$ cat src/rtl/instruction_fetch_unit.sv
// RV32I fetch stage: PC register, single-outstanding imem read handshake,
// registered IF/ID slot with a one-entry skid buffer and redirect flush.
module instruction_fetch_unit #(
    parameter logic [31:0] RESET_PC  = 32'h0000_0000,
    parameter logic [31:0] NOP_INSTR = 32'h0000_0013
) (
    input  logic        clk,
    input  logic        reset_n,
    output logic        imem_req,
    output logic [31:0] imem_addr,
    input  logic        imem_ready,
    input  logic        imem_rvalid,
    input  logic [31:0] imem_rdata,
    input  logic        redirect_valid,
    input  logic [31:0] redirect_pc,
    input  logic        stall,
    output logic        if_valid,
    output logic [31:0] if_pc,
    output logic [31:0] if_instruction
);

    typedef enum logic [1:0] {
        ST_IDLE = 2'd0,
        ST_REQ  = 2'd1,
        ST_WAIT = 2'd2,
        ST_SKID = 2'd3
    } state_t;

    state_t      r_state;
    logic [31:0] r_pc;
    logic        r_drop;
    logic [31:0] r_skid_instr;
    logic [31:0] r_skid_pc;
    logic        r_if_valid;
    logic [31:0] r_if_pc;
    logic [31:0] r_if_instr;

    logic        w_consume;
    logic        w_slot_free;
    logic [31:0] w_pc_inc;
    logic [31:0] w_redirect_pc;

    assign w_consume     = r_if_valid & ~stall;
    assign w_slot_free   = ~r_if_valid | ~stall;
    assign w_pc_inc      = r_pc + 32'd4;
    assign w_redirect_pc = redirect_pc & 32'hFFFF_FFFC;

    // Fetch FSM, PC, drop flag, skid buffer and IF/ID slot.
    always_ff @(posedge clk) begin
        if (!reset_n) begin
            r_state      <= ST_IDLE;
            r_pc         <= RESET_PC;
            r_drop       <= 1'b0;
            r_skid_instr <= 32'h0000_0000;
            r_skid_pc    <= 32'h0000_0000;
            r_if_valid   <= 1'b0;
            r_if_pc      <= 32'h0000_0000;
            r_if_instr   <= NOP_INSTR;
        end else if (redirect_valid) begin
            // Redirect wins over stall; an in-flight read must still be drained.
            r_pc       <= w_redirect_pc;
            r_if_valid <= 1'b0;
            r_if_instr <= NOP_INSTR;
            case (r_state)
                ST_REQ: begin
                    if (imem_ready) begin
                        r_state <= ST_WAIT;
                        r_drop  <= 1'b1;
                    end else begin
                        r_state <= ST_REQ;
                    end
                end
                ST_WAIT: begin
                    if (imem_rvalid) begin
                        r_state <= ST_REQ;
                        r_drop  <= 1'b0;
                    end else begin
                        r_state <= ST_WAIT;
                        r_drop  <= 1'b1;
                    end
                end
                default: begin
                    r_state <= ST_REQ;
                end
            endcase
        end else begin
            if (w_consume) begin
                r_if_valid <= 1'b0;
                r_if_instr <= NOP_INSTR;
            end
            case (r_state)
                ST_IDLE: begin
                    r_state <= ST_REQ;
                end
                ST_REQ: begin
                    if (imem_ready) begin
                        r_state <= ST_WAIT;
                    end
                end
                ST_WAIT: begin
                    if (imem_rvalid) begin
                        if (r_drop) begin
                            r_drop  <= 1'b0;
                            r_state <= ST_REQ;
                        end else if (w_slot_free) begin
                            r_if_valid <= 1'b1;
                            r_if_pc    <= r_pc;
                            r_if_instr <= imem_rdata;
                            r_pc       <= w_pc_inc;
                            r_state    <= ST_REQ;
                        end else begin
                            r_skid_instr <= imem_rdata;
                            r_skid_pc    <= r_pc;
                            r_pc         <= w_pc_inc;
                            r_state      <= ST_SKID;
                        end
                    end
                end
                ST_SKID: begin
                    if (w_consume) begin
                        r_if_valid <= 1'b1;
                        r_if_pc    <= r_skid_pc;
                        r_if_instr <= r_skid_instr;
                        r_state    <= ST_REQ;
                    end
                end
                default: begin
                    r_state <= ST_IDLE;
                end
            endcase
        end
    end

    assign imem_req       = (r_state == ST_REQ);
    assign imem_addr      = r_pc;
    assign if_valid       = r_if_valid;
    assign if_pc          = r_if_pc;
    assign if_instruction = r_if_instr;

endmodule

$ cat config.mk
export PLATFORM = sky130hd
export DESIGN_NAME = instruction_fetch_unit
export DESIGN_NICKNAME = d
export VERILOG_FILES = /design/src/rtl/instruction_fetch_unit.sv
export SDC_FILE = /design/constraint.sdc
export NUM_CORES = 1
export LEC_CHECK = 0
export CORE_AREA = 2 2 124 126
export DETAILED_ROUTE_END_ITERATION = 8
export DIE_AREA = 0 0 126 128
export PLACE_DENSITY_LB_ADDON = 0.3
export SYNTH_ARGS = -nofsm -noshare
export SYNTH_HDL_FRONTEND = slang
export SYNTH_SLANG_ARGS = --single-unit
$ cat constraint.sdc
create_clock -name clk -period 3.05 [get_ports clk]
set_clock_uncertainty 0.15 [all_clocks]
set_input_delay 0.61 -clock clk [delete_from_list [all_inputs] [get_ports clk]]
set_output_delay 0.61 -clock clk [all_outputs]
set_load 0.005 [all_outputs]
## Word level (Yosys, flattened, before mapping)

Cells that the tools add are included.
W data, S select, Z words.

- $add $sub $neg: 1
- Equal/unequal tests: 12
- Mux-type cells: 37
- Bitwise gates (word level): 8
- Reduce and logical (&&, ||, !) cells: 12

Operators with widths:

| cell | count |
|---|---|
| $mux W32 | 13 |
| $pmux W32 S2 | 2 |
| $add A32 B3 Y32 const B | 1 |
| $mux W2 | 8 |
| $mux W1 | 10 |
| $ne A2 B2 Y1 const B | 5 |
| $ne A3 B3 Y1 const B | 3 |
| $reduce_and A3 Y1 | 3 |
| $pmux W2 S4 | 1 |
| $reduce_bool A2 Y1 | 4 |
| $not A1 Y1 | 6 |
| $reduce_and A6 Y1 | 1 |
| $reduce_and A5 Y1 | 1 |
| $eq A2 B2 Y1 const B | 2 |
| $pmux W1 S2 | 2 |
| $pmux W2 S2 | 1 |
| $reduce_and A4 Y1 | 1 |
| $ne A3 B1 Y1 const B | 1 |
| $eq A2 B1 Y1 const B | 1 |
| $logic_not A2 Y1 | 1 |
| $reduce_or A2 Y1 | 1 |
| $and A1 B1 Y1 | 1 |
| $or A1 B1 Y1 | 1 |

- Register bits after elaboration: 164
- Input port bits: 70
- Word-level logic and storage cells: 79

## Longest topological paths before layout

Gate-level depths: netlist of the first run.

- Depth in word-level cells: 7
- Mapped depth: 9
- Gate-level depth less buffers: 6

## Worst setup path before layout of the first run

Ideal clock, no wire load.

- Kind: input to register
- Start point: in imem_rvalid
- End point: reg r_pc[21], in the netlist imem_addr[21]
- Library setup time: 74 ps
- Arrival time: 2138 ps
- Data required time: 2826 ps
- Slack: 688 ps
- Stages on the path: 6
- Buffers on the path: 2
- Cells stage by stage: buf_2 -> nand3b_1 -> or4_1 -> buf_2 -> or4_1 -> a31oi_1

- Longest elaborated chain between the ends: 2

Ends and longest elaborated chain:

| element | line | source |
|---|---|---|
| start, declared | 12 | `input logic imem_rvalid,` |
| $reduce_bool A2 Y1 (no source line) | - |  |
| $reduce_and A3 Y1 (no source line) | - |  |
| end signal, assigned | 61 | `r_pc <= w_redirect_pc;` |
| end signal, assigned | 109 | `r_pc <= w_pc_inc;` |
| end signal, assigned | 114 | `r_pc <= w_pc_inc;` |
| end, declared | 30 | `logic [31:0] r_pc;` |

No other way between the ends.
A chain may end at the register's enable or synchronous reset.

## Final worst setup path of the first run

Same ends and word-level chain as after synthesis.

==> results of run 1 <==
-- worst reg2reg max path, stage by stage (launching register included) --
cell and delay [ps]:
dfxtp_1 530, nand4_4 220, or4_1 770, or4_1 470, a31oi_1 190
-- registers in the layout, summed over array words and instances, names as in the netlist --
register        cells
if_instruction     32
r_skid_instr       32
if_pc              30
imem_addr          30
r_skid_pc          30
r_state             2
if_valid            1
r_drop              1
-- per-layer routing --
metal  GRT usage (%)  part of all wire (%)
met1            33.5                    44
met4            8.99                   1.9
met3            6.39                   7.2
met2            41.4                    47
met5               0                     0
-- cell type report --
class | count | area, um2 | area share, %
multi-input cells | 634 | 3790 | 38.9
flip-flops and latches | 158 | 3160 | 32.4
clock buffers | 21 | 480 | 4.92
inverters | 9 | 35.0 | 0.359
repair buffers | 200 | 1900 | 19.5
well taps | 188 | 235 | 2.41
clock inverters | 11 | 153 | 1.56
-- metrics by stage --
step           total power (uW)  hold slack, ps  cells  util, %
5_1_grt                    5050             316   1221     65.7
2_1_floorplan              2420             284    887        -
3_3_place_gp               2680             291   1189     61.4
4_1_cts                    4920             305   1221     65.7
6_report                   4900             305   1221     65.7
3_5_place_dp               2690             296   1189     61.4
-- report_power, final --
group / leakage, uW / internal [uW] / switching (uW)
Sequential: 0.00128 / 2110 / 65.3
Combinational: 0.00152 / 248 / 225
Clock: 0.000303 / 1380 / 868
-- logic make-up after synthesis --
family / after synthesis / synth area share [%]
XOR/XNOR: 10 / 1.20
buffers and inverters: 95 / 5.21
AO/OA/AOI/OAI: 282 / 23.8
AND/OR/NAND/NOR: 297 / 20.5
flip-flops: 158 / 43.3
other: 1 / 0.0514
adder cells (fa/ha/maj): 4 / 0.685
multiplexers: 37 / 5.17
-- how the worst max path moves through the flow --
stage	from	to	slack [ps]	cells after the start
floorplan	imem_rvalid	imem_addr[21]	690	6
global route	imem_addr[12]	imem_addr[30]	540	4
CTS	imem_rvalid	imem_addr[21]	600	5
detailed placement	imem_rvalid	imem_addr[21]	160	5
finish	imem_rvalid	imem_addr[21]	580	5
global placement	imem_rvalid	imem_addr[19]	220	5
-- layout by cell type (no fill, tap or decap), types with 6 or more instances in the layout --
cell type        count
clkdlybuf4s50_1    161
dfxtp_1            158
nand2_1            151
a21oi_1            121
o21ai_0             44
buf_4               39
a211oi_1            32
mux2i_1             31
nor3b_1             27
nor2_1              22
clkbuf_16           17
a31oi_1             16
nand4_1             13
or4_1               13
nand3_1             13
a22oi_1             13
or3_1               12
and2_1              11
o211ai_1            10
a222oi_1             9
inv_1                7
a32oi_1              7
mux2_2               6
==> impl_metrics.csv, run 1 <==
group,metric,value,unit
synthesis,async_flop_share,0,%
clock_tree,cts_resized,0,
worst_hold_path,holdPathStages,2,
worst_setup_path,crit_required,3250,ps
detailed_routing,postRouteAntennaNets,0,
worst_setup_path,cp.arrival,2670,ps
die,rows,45,
detailed_routing,via_per_inst,5.93,
die,fp.dieH,128,um
clock_tree,cts_made_buffers,17,
power,peakVddDrop,0.000334,V
die,die_x,126,um
detailed_routing,drc,0,
die,start_util,49.1,%
detailed_routing,vias,7244,
worst_setup_path,crit_chain,"clkdlybuf4s50_1 -> nand3b_1 -> or4_1 -> or4_1 -> a31oi_1",
worst_hold_path,hold_path_class,"flip-flop to flip-flop",
clock_tree,clkTransAtPathRegs,60,ps
power,leakage,0.00311,uW
global_route,grt_pass1_wl,33.6,mm
clock_tree,root_buffer,"clkbuf_16",
worst_hold_path,hold_start,"r_skid_instr[22]",
worst_setup_path,worst-path-buf-inv,1,
timing,rsz0062_at_grt,"no",
global_route,overflow,0,
worst_setup_path,critPathCaptureType,"flip-flop",
timing,max_freq,0.405,GHz
placed_design,dpl_cell_area,9130,um2
placed_design,place_ws,161,ps
finish,area_growth,33.7,%
finish,diodes,0,
worst_setup_path,crit_type,"primary input to flip-flop",
finish,fillCellCount,1296,
worst_setup_path,reg2reg_depth,4,
timing,fin_ws,581,ps
worst_setup_path,slowest_stage,"or4_1",
placed_design,portBuffers,161,
die,core,14900,um2
worst_hold_path,min_to,"r_skid_instr[22]",
detailed_routing,wire_per_inst,17.1,um
worst_setup_path,r2r-end,"imem_addr[21]",
worst_setup_path,startpoint_type,"primary input",
synthesis,synth_warnings,0,
timing,setup_viol,0,
clock_tree,cts_max_level,4,
clock_tree,clk_path_buf_depth,2,
finish,drive_above_1_share,8.23,%
clock_tree,cts_hold_buf,0,
timing,worst_slew_pin_slew,965,ps
worst_setup_path,worstPathMaxFanout,9,
synthesis,yosys-top-cells-area,"dfxtp_1 43%, a21oi_1 8.4%, nand2_1 7.8%",
run_status,status,"finished clean",
worst_setup_path,rrSetupSlack,640,ps
synthesis,synth_seq_area_share,43.3,%
timing,slew_viol_final,0,
worst_setup_path,r2r-start,"imem_addr[4]",
die,fp.dieArea,16100,um2
finish,final_area,9760,um2
synthesis,syn-instance-count,884,
global_route,grt_max_degree,36,
worst_setup_path,cpLargestDelayFamily,"simple AND/OR/NAND/NOR gates",
timing,period_share,81.0,%
detailed_routing,drtIter0Drc,648,
clock_tree,cts_tree,"built",
synthesis,synth_top_area_share,43.3,%
timing,final_hold_viol_count,0,
clock_tree,numClockSinks,158,
timing,post-route-min-period,2470,ps
detailed_routing,dr.pass1.iters,7,
die,ioPinCount,168,
clock_tree,clock_latency,430,ps
detailed_routing,drt_wl_total,20.9,mm
finish,finish.net_count,1094,
timing,setup_tns,0,ps
synthesis,yosysUniqueCellTypes,58,
synthesis,postSynthAreaPerCell,8.26,um2
worst_setup_path,max_stage_delay,740,ps
synthesis,yosysMostFrequentCell,"dfxtp_1",
worst_setup_path,path_common_cell,"or4_1",
global_route,grt_pass1_vias,6519,
synthesis,synth_top_area_cell,"dfxtp_1",
timing,relSlewSlack,35.4,%
global_route,antenna_found_initial,0,
job,maxCapViolCount,0,
global_route,track_usage,25.6,%
synthesis,syn_area,7300,um2
synthesis,ys.flop_type,"dfxtp_1",
clock_tree,post-cts-setup-buffers,0,
power,power_density,501,nW/um2
synthesis,synth_edf_count,0,
synthesis,ys_seq_elements,158,
placed_design,gp_congestion,0.862,
placed_design,place_hpwl,13.9,mm
synthesis,synth_common_cells,"158 x dfxtp_1, 151 x nand2_1, 122 x a21oi_1",
Power figures use the tool's default switching activity.
==> run 2, diff against run 1 <==
clock period = 2.4 ns   (was 3.05 ns; I/O delays follow)
==> run 2 against run 1 <==
  * Non-clock buffer count increased by 27
  * Critical path type is now flip-flop to flip-flop
  * Routed wire length is 0.22% lower
  * Core utilization up 1.9 points
  * Combinational power up 40%
==> impl_metrics.csv, run 2 (synthesis results as in run 1) <==
group,metric,value,unit
timing,max_freq,0.439,GHz
timing,final_hold_viol_count,0,
die,fp.dieH,128,um
clock_tree,cts_hold_buf,0,
worst_hold_path,hold_path_class,"flip-flop to flip-flop",
clock_tree,cts_made_buffers,17,
clock_tree,cts_tree,"built",
global_route,grt_pass1_vias,6487,
worst_setup_path,critPathCaptureType,"flip-flop",
finish,final_common_cell,"clkdlybuf4s50_1",
worst_setup_path,rrSetupSlack,120,ps
placed_design,place_hpwl,14.4,mm
power,p_total,6140,uW
clock_tree,clock_latency,420,ps
timing,post-route-min-period,2280,ps
timing,relSlewSlack,58.1,%
placed_design,gp_congestion,0.865,
finish,finish.net_count,1121,
power,leakage,0.00327,uW
worst_hold_path,min_to,"r_skid_instr[28]",
global_route,grt_use_met2,40.3,%
power,power_density,611,nW/um2
detailed_routing,via_per_inst,5.86,
clock_tree,post-cts-setup-buffers,0,
die,core,14900,um2
worst_setup_path,r2r-end,"imem_addr[22]",
global_route,overflow,0,
timing,setup_viol,0,
finish,final_cell_mix,"161 x clkdlybuf4s50_1, 158 x dfxtp_1, 151 x nand2_1",
finish,area_growth,37.6,%
timing,period_share,94.9,%
job,maxCapViolCount,0,
die,start_util,49.1,%
detailed_routing,wire_per_inst,16.7,um
worst_setup_path,r2r-start,"r_state[0]",
worst_setup_path,worstPathMaxFanout,7,
clock_tree,cts_max_level,4,
clock_tree,clk_path_buf_depth,2,
detailed_routing,drc,0,
global_route,grt_pass1_wl,33.6,mm
clock_tree,root_buffer,"clkbuf_16",
worst_setup_path,startpoint_type,"flip-flop",
detailed_routing,dr.pass1.iters,6,
clock_tree,clkTransAtPathRegs,60,ps
die,fp.dieArea,16100,um2
detailed_routing,vias,7308,
timing,holdWs,302,ps
worst_hold_path,holdPathStages,2,
die,ioPinCount,168,
finish,diodes,0,
worst_hold_path,hold_start,"r_skid_instr[28]",
run_status,status,"finished clean",
global_route,use_met3,6.05,%
global_route,grt-busiest-layer,"met2",
worst_setup_path,cp.arrival,2470,ps
die,rows,45,
global_route,grt_max_degree,53,
timing,slew_viol_final,0,
detailed_routing,drt_wl_total,20.9,mm
placed_design,dpl_cell_area,9450,um2
power,peakVddDrop,0.000406,V
placed_design,dp_cells,1216,
worst_setup_path,crit_required,2590,ps
timing,rsz0062_at_grt,"no",
detailed_routing,drtIter0Drc,689,
global_route,antenna_found_initial,1,
clock_tree,numClockSinks,158,
worst_setup_path,crit_type,"flip-flop to flip-flop",
finish,final_area,10000,um2
finish,fin_cells,1248,
finish,drive_above_1_share,10.5,%
placed_design,portBuffers,161,
worst_setup_path,reg2reg_depth,7,
global_route,gr-usage-met1,34.7,%
die,die_x,126,um
timing,worst_slew_pin_slew,628,ps
global_route,track_usage,25.5,%
detailed_routing,postRouteAntennaNets,0,
run 2: power breakdown:
part | total (uW) | leakage [uW] | internal (uW) | switching [uW]
registers | 2740 | 0.00128 | 2680 | 59.5
clock network | 2740 | 0.000284 | 1640 | 1100
logic | 663 | 0.00170 | 345 | 318
total | 6140 | 0.00327 | 4660 | 1480
run 2: worst max-delay path, cell delays in order (launching register included):
cell and delay (ps):
dfxtp_1 330, inv_1 90, ha_1 220, buf_4 180, nand4_1 80, or4_1 510
or4_1 450, a31oi_1 190
run 2: area by class of cell:
type / count / area, um2
fillers: 1241 / 4820
multi-input cells: 634 / 3800
flip-flops and latches: 158 / 3160
repair buffers: 227 / 2220
clock buffers: 19 / 433
well taps: 188 / 235
clock inverters: 13 / 166
inverters: 9 / 35.0
run 2: stage by stage:
stage | setup WS, ps | utilization, % | setup TNS (ps)
detailed placement | -187 | 63.6 | -4060
global placement | -126 | 63.6 | -2930
floorplan | 155 | - | 0
finish | 123 | 67.6 | 0
CTS | 45.6 | 67.6 | 0
global route | 24.7 | 67.6 | 0
run 2: worst max-delay path by stage:
stage | slack, ps | from | to | cells after the start
5_1_grt | 20 | r_state[0] | imem_addr[22] | 7
6_report | 120 | r_state[0] | imem_addr[22] | 7
2_1_floorplan | 160 | r_state[0] | imem_addr[21] | 8
3_5_place_dp | -190 | imem_rvalid | imem_addr[22] | 6
3_3_place_gp | -130 | imem_rvalid | imem_addr[30] | 7
4_1_cts | 50 | r_state[0] | if_instruction[3] | 7
run 2: what timing repair did:
item / in CTS / in global routing
endpoints found under the setup margin: 0 / 6
hold endpoints to repair: 0 / 0
resized for setup: 0 / 1
run 2: routing by layer:
metal / wire, um / part of all wire [%]
met3: 1830 / 8.8
met1: 8870 / 42
met4: 394 / 1.9
met5: 14 / 0.067
met2: 9770 / 47
==> run 3, diff against run 2 <==
ABC_CLOCK_PERIOD_IN_PS = 2400   (was unset)
GPL_ROUTABILITY_DRIVEN = 0   (was unset)
==> results of run 3 <==
Same layout as run 2: the final DEF is identical, and so are final timing and power.
